[src/rtl/multiplier_controller_taint_track.sv]
// Shift-and-add multiplier controller (Moore FSM) with a sticky one-bit
// control-taint register that is reflected on every *_t output.
module multiplier_controller_taint_track #(
  parameter int WIDTH = 4
) (
  input  logic             clk,
  input  logic             rst,
  input  logic             start,
  input  logic             start_t,
  input  logic [WIDTH-1:0] multiplierReg,
  input  logic [WIDTH-1:0] multiplierReg_t,
  output logic             rsload,
  output logic             rsclear,
  output logic             rsshr,
  output logic             mrld,
  output logic             mdld,
  output logic             rsload_t,
  output logic             rsclear_t,
  output logic             rsshr_t,
  output logic             mrld_t,
  output logic             mdld_t,
  output logic             busy,
  output logic             done,
  output logic             done_t
);

  localparam int CW = (WIDTH > 1) ? $clog2(WIDTH) : 1;
  localparam logic [CW-1:0] CNT_LAST = CW'(WIDTH - 1);

  typedef enum logic [2:0] {
    S_IDLE  = 3'd0,
    S_LOAD  = 3'd1,
    S_CHECK = 3'd2,
    S_ADD   = 3'd3,
    S_SHIFT = 3'd4,
    S_DONE  = 3'd5
  } state_e;

  state_e        state_q, state_d;
  logic [CW-1:0] cnt_q, cnt_d;
  logic          ctl_t_q, ctl_t_d;

  // State register: state, bit counter and taint move together.
  always_ff @(posedge clk) begin
    if (rst) begin
      state_q <= S_IDLE;
      cnt_q   <= '0;
      ctl_t_q <= 1'b0;
    end else begin
      state_q <= state_d;
      cnt_q   <= cnt_d;
      ctl_t_q <= ctl_t_d;
    end
  end

  // Next state. start/start_t only matter in IDLE; the multiplier bit and its
  // taint are only looked at in CHECK, so all other states ignore them.
  always_comb begin
    state_d = state_q;
    cnt_d   = cnt_q;
    ctl_t_d = ctl_t_q;
    case (state_q)
      S_IDLE: begin
        if (start_t) ctl_t_d = 1'b1;
        if (start)   state_d = S_LOAD;
      end
      S_LOAD: begin
        cnt_d   = '0;
        state_d = S_CHECK;
      end
      S_CHECK: begin
        if (multiplierReg_t[cnt_q]) ctl_t_d = 1'b1;
        state_d = multiplierReg[cnt_q] ? S_ADD : S_SHIFT;
      end
      S_ADD: begin
        state_d = S_SHIFT;
      end
      S_SHIFT: begin
        if (cnt_q == CNT_LAST) begin
          state_d = S_DONE;
        end else begin
          cnt_d   = cnt_q + CW'(1);
          state_d = S_CHECK;
        end
      end
      S_DONE: begin
        state_d = S_IDLE;
      end
      default: begin
        state_d = S_IDLE;
        cnt_d   = '0;
      end
    endcase
  end

  // Output decode from registered state only.
  always_comb begin
    rsload  = 1'b0;
    rsclear = 1'b0;
    rsshr   = 1'b0;
    mrld    = 1'b0;
    mdld    = 1'b0;
    done    = 1'b0;
    busy    = (state_q != S_IDLE);
    case (state_q)
      S_LOAD: begin
        mrld    = 1'b1;
        mdld    = 1'b1;
        rsclear = 1'b1;
      end
      S_ADD:   rsload = 1'b1;
      S_SHIFT: rsshr  = 1'b1;
      S_DONE:  done   = 1'b1;
      default: ;
    endcase
  end

  // A single control-taint bit covers every strobe, busy and done.
  assign rsload_t  = ctl_t_q;
  assign rsclear_t = ctl_t_q;
  assign rsshr_t   = ctl_t_q;
  assign mrld_t    = ctl_t_q;
  assign mdld_t    = ctl_t_q;
  assign done_t    = ctl_t_q;

  a_cnt_range: assert property (@(posedge clk) disable iff (rst) cnt_q <= CNT_LAST);
  a_done_pulse: assert property (@(posedge clk) disable iff (rst) done |=> !done);
  a_taint_sticky: assert property (@(posedge clk) disable iff (rst) ctl_t_q |=> ctl_t_q);

endmodule

[config.mk]
export PLATFORM = sky130hd
export DESIGN_NAME = multiplier_controller_taint_track
export DESIGN_NICKNAME = d
export VERILOG_FILES = /design/src/rtl/multiplier_controller_taint_track.sv
export SDC_FILE = /design/constraint.sdc
export NUM_CORES = 1
export LEC_CHECK = 0
export ABC_CLOCK_PERIOD_IN_PS = 2450
export CAP_MARGIN = 10
export CORE_AREA = 2 2 39 41
export CTS_CLUSTER_DIAMETER = 60
export DETAILED_ROUTE_END_ITERATION = 8
export DIE_AREA = 0 0 41 43
export GPL_TIMING_DRIVEN = 0
export PLACE_DENSITY = 0.75
export SLEW_MARGIN = 0
export SYNTH_ARGS = -nofsm -noshare
export SYNTH_HDL_FRONTEND = slang
export SYNTH_SLANG_ARGS = --single-unit
export TNS_END_PERCENT = 50
[constraint.sdc]
create_clock -name clk -period 2.45 [get_ports clk]
set_clock_uncertainty 0.05 [all_clocks]
set_input_delay 0.6125 -clock clk [delete_from_list [all_inputs] [get_ports clk]]
set_output_delay 0.6125 -clock clk [all_outputs]
set_load 0.02 [all_outputs]
# Word-level counts from Yosys, hierarchy flattened
# Index checks and enable logic that the tools add are counted.
[totals]
input_bits = 12
register_bits = 6
output_inout_bits = 13
[classes]
n_eq_ne = 10
bitwise_logic = 1
muxes = 17
n_reduce_logical = 6
n_lt_le_gt_ge = 1
add_sub_neg = 1
[ops]
columns = ["operator", "n"]
rows = [
  ["one-hot mux 3 bit (5 select lines)", 1],
  ["2-to-1 mux 3 bit", 3],
  ["2-to-1 mux 1 bit", 8],
  ["inequality test 2 bit, second input constant", 4],
  ["== test 3 x 2 -> 1 bit, second input constant", 2],
  ["== test 3 bit, second input constant", 2],
  ["binary-select mux 1 bit (select 2 bit)", 2],
  ["one-hot mux 2 bit (2 select lines)", 1],
  ["OR reduction 4 bit", 1],
  ["== test 3 x 1 -> 1 bit, second input constant", 1],
  ["zero test 3 bit", 1],
  ["< comparator 2 x 3 -> 1 bit, second input constant", 1],
  ["AND reduction 3 bit", 1],
  ["nonzero test 3 bit", 1],
  ["adder 2 x 1 -> 2 bit, second input constant", 1],
  ["== test 2 bit, second input constant", 1],
  ["2-to-1 mux 2 bit", 1],
  ["one-hot mux 1 bit (2 select lines)", 1],
  ["AND reduction 2 bit", 1],
  ["nonzero test 2 bit", 1],
  ["NOT 1 bit", 1],
]

# Depth between registers and ports, before layout
[logic_depth]
depth_word = 4
ltp_mapped = 4

# Least setup slack after synthesis
# Ideal clock, no wire load.
[synth_timing]
path_kind = "register to output"
from = "register state_q[1]"
to = "output port mrld"
required_ns = 1.788
path_buffers = 2
arrival_time_ns = 1.118
setup_slack_ns = 0.669
path_stages_with_launch = 4
cell_sequence = "dfxtp_1 > buf_6 > nor3b_2 > buf_4"
[synth_between]
elab_chain_cells = 2
[synth_rtl]
columns = ["element", "line_no", "source"]
rows = [
  ["start, declared", "39", "state_e state_q, state_d;"],
  ["start signal, assigned", "50", "state_q <= state_d;"],
  ["== test 3 x 1 -> 1 bit", "n/a", ""],
  ["2-to-1 mux 1 bit", "n/a", ""],
  ["end, declared", "15", "output logic mrld,"],
]
# No other way between the ends.

# Worst setup path in the final report
[layout_timing]
from = "register state_q[1]"
to = "output port mrld"
[layout_between]
elab_chain_cells = 2
[layout_rtl]
columns = ["element", "line_no", "source"]
rows = [
  ["== test 3 x 1 -> 1 bit", "105", "case (state_q)"],
  ["2-to-1 mux 1 bit", "105", ""],
]
# No other way between the ends.

==> results.sh <==
export IMPL_dpl_hpwl_um=920.3
export IMPL_global_route_overflow_total=0
export IMPL_placement_io_buffers=24
export IMPL_power_leakage_nw=0.3122
export IMPL_cap_violations=0
export IMPL_cp_slowest_stage_delay_ns=0.59
export IMPL_dr_total_vias=512
export IMPL_grt_setup_unrepaired="false"
export IMPL_highest_signal_layer="met4"
export IMPL_clock_sinks=6
export IMPL_boundaryPins=25
export IMPL_grt_pass1_vias=473
export IMPL_postSynthAreaPerCell_sq_um=9.138
export IMPL_post_layout_nonfiller_instances=99
export IMPL_met3RoutedLength_um=70
export IMPL_gp_routability_congestion=0.7923
export IMPL_setup_tns_ns=0
export IMPL_maximum_number_of_pins_on_one_net_before_global_route_repair=11
export IMPL_hold_viol_final=0
export IMPL_critical_path_buf_inv_count=3
export IMPL_grt_pass1_wl_um=2001
export IMPL_clk_transition_reported_paths_ns=0.05
export IMPL_placed_cells=96
export IMPL_floorplan_rows=14
export IMPL_min_path_type="reg -> reg"
export IMPL_ys_seq_area_frac=0.2347
export IMPL_final_critical_path_setup_slack_ns=0.05306
export IMPL_clk_root_buffer_cell="sky130_fd_sc_hd__clkbuf_4"
export IMPL_number_of_pins_with_negative_max_slew_slack_in_the_final_report=0
export IMPL_yosys_area_top_type_share=0.2347
export IMPL_relSlewSlack=0.7838
export IMPL_tightestPinTransition_ns=0.3232
export IMPL_detailedRoute_firstIterationViolations=6
export IMPL_crit_path_start_kind="register"
export IMPL_pwr_density_cell_nw_per_um2=496.7
export IMPL_start_util=0.3698
export IMPL_crit_slowest_cell="sky130_fd_sc_hd__clkdlybuf4s50_1"
export IMPL_route_layer_met1_wl_um=515
export IMPL_crit_path_cell_trace="buf_6 -> nor3b_4 -> buf_4 -> clkdlybuf4s50_1"
export IMPL_ys_ff_latch=6
export IMPL_grt_antenna_before_repair=0
export IMPL_number_of_nets_at_the_end_of_the_flow=98
export IMPL_mappedNetlistNets=69
export IMPL_critPathMaxFanout=9
export IMPL_worstSetupPathType="reg -> out"
export IMPL_route_detailed_drc=0
export IMPL_cts_path_max_buffers=2
export IMPL_post_route_util=0.5787
export IMPL_dieArea_sq_um=1763
export IMPL_layout_cells_most_common="sky130_fd_sc_hd__clkdlybuf4s50_1"
export IMPL_drt_vias_per_instance=5.172
export IMPL_worstHoldStart="cnt_q[1]"
export IMPL_route_met2_wl_um=623
export IMPL_path_delay_family="buffers and inverters"
export IMPL_finalSetupViolations=0
export IMPL_synth_cell_types=30
export IMPL_fin_crit_sh=0.9783
export IMPL_worstPathRequired_ns=1.79
export IMPL_first_pass_iters=4
export IMPL_status="completed"
export IMPL_grt_use_total=0.1653
export IMPL_die_outline_width_um=41
export IMPL_clock_latency_ns=0.25
export IMPL_crit_arrival_ns=1.73
export IMPL_die_y_um=43
export IMPL_areaGrowthSynthToFinish_pct=56.48
export IMPL_timing_final_crit_period_ns=2.397
export IMPL_postSynthCellCount=56
export IMPL_core_area_sq_um=1384
export IMPL_drt_antenna_violating_nets=0
export IMPL_ys_warnings_count=0
export IMPL_vdd_ir_drop_worst_mv=0.3178
export IMPL_achievable_frequency_mhz=417.2
export IMPL_cts_made_buffers=3
export IMPL_ratio_of_cells_with_drive_above_1_in_the_final_layout=0.2651
export IMPL_startpoint="state_q[1]"
export IMPL_drt_wirelength_per_cell_um=12.39
export IMPL_cts_htree_levels=1
export IMPL_final_wirelength_um=1227
export IMPL_num_antenna_cells=0
export IMPL_endpoint_kind="output port"
export IMPL_preCtsSetupSlack_ns=0.2572
export IMPL_synthesis_area_sq_um=511.7
export IMPL_rr_startpoint="cnt_q[0]"
export IMPL_synth_top_area_cell="sky130_fd_sc_hd__dfxtp_1"
export IMPL_synth_top_cells_by_area="sky130_fd_sc_hd__dfxtp_1 (23%), sky130_fd_sc_hd__buf_4 (12%), sky130_fd_sc_hd__nor3b_2 (4.9%)"
export IMPL_cts_hold_buffers=0
export IMPL_cts_tree="yes"
export IMPL_layout_common_cells="sky130_fd_sc_hd__clkdlybuf4s50_1 (24), sky130_fd_sc_hd__buf_4 (8), sky130_fd_sc_hd__dfxtp_1 (6)"
==> layer usage <==
layer	vias up	GRT usage
met2	17	0.2688
li1	252	-
met5	-	0
met3	4	0.03141
met4	0	0.08000
met1	239	0.1954
==> report_power, final <==
part	switching (W)	internal, W
Sequential	0.00000803	0.000105
Clock	0.0000411	0.0000558
Combinational	0.0000831	0.000104
Total	0.000132	0.000266
==> state kept, by name, indices dropped and copies added (netlist names) <==
name	cells
state_q	3
cnt_q	2
done_t	1
==> area by class of cell <==
cell class                 instances  area [sq um]
buffer                            10         76.32
tap                               16         20.02
timing repair buffer              24         240.2
sequential                         6         120.1
inverter                           5         18.77
clock buffer                       3         22.52
fill                             138         583.1
multi-input combinational         35         302.8
==> metrics by stage <==
stage               total power (W)  hold slack, ns  cell area, sq um
floorplan                 0.0002240          0.4630             511.7
global placement          0.0002971          0.5129             772.0
detailed placement        0.0003004          0.5094             772.0
CTS                       0.0003993          0.5230             800.8
global route              0.0004191          0.5545             800.8
finish                    0.0003977          0.5235             800.8
==> worst min-delay path, delay by kind of cell, from the launching register on <==
family | cells | cell delay (ns)
and+or+nand+nor | 1 | 0.09
AOI/OAI and AO/OA | 1 | 0.08
DFF | 1 | 0.36
==> kinds of logic after synthesis <==
family	count (synthesis)	share of synthesized area
AND/OR/NAND/NOR	17	0.2005
multiplexers	4	0.1076
flip-flops	6	0.2347
buffers and inverters	15	0.1858
adder cells (fa/ha/maj)	1	0.02445
AO/OA/AOI/OAI	13	0.2469
==> Yosys cell counts, drive strengths merged <==
| cell | n |
|---|---|
| a2111oi | 1 |
| a211o | 2 |
| a211oi | 1 |
| a21oi | 3 |
| a22oi | 1 |
| a31oi | 1 |
| a32o | 1 |
| a41o | 1 |
| and3 | 1 |
| buf | 10 |
| dfxtp | 6 |
| ha | 1 |
| inv | 5 |
| mux2 | 2 |
| mux2i | 1 |
| mux4 | 1 |
| nand2 | 2 |
| nand2b | 1 |
| nand3 | 2 |
| nand3b | 1 |
| nor2 | 4 |
| nor2b | 1 |
| nor3 | 1 |
| nor3b | 3 |
| o21bai | 1 |
| o32ai | 1 |
| or3 | 1 |
==> worst paths after layout <==
check | slack [ns] | endpoint | cells past startpoint
worst max-delay path | 0.05 | mrld | 4
worst min-delay path | 0.52 | state_q[0] | 2
worst max register to register | 0.95 | cnt_q[0] | 4
worst min register to register | 0.52 | state_q[0] | 2
==> what timing repair did <==
item,in CTS,in global routing
gates resized for setup,1,0
buffers inserted,0,0
setup endpoints to repair,2,0
(Power assumes the default switching activity.)
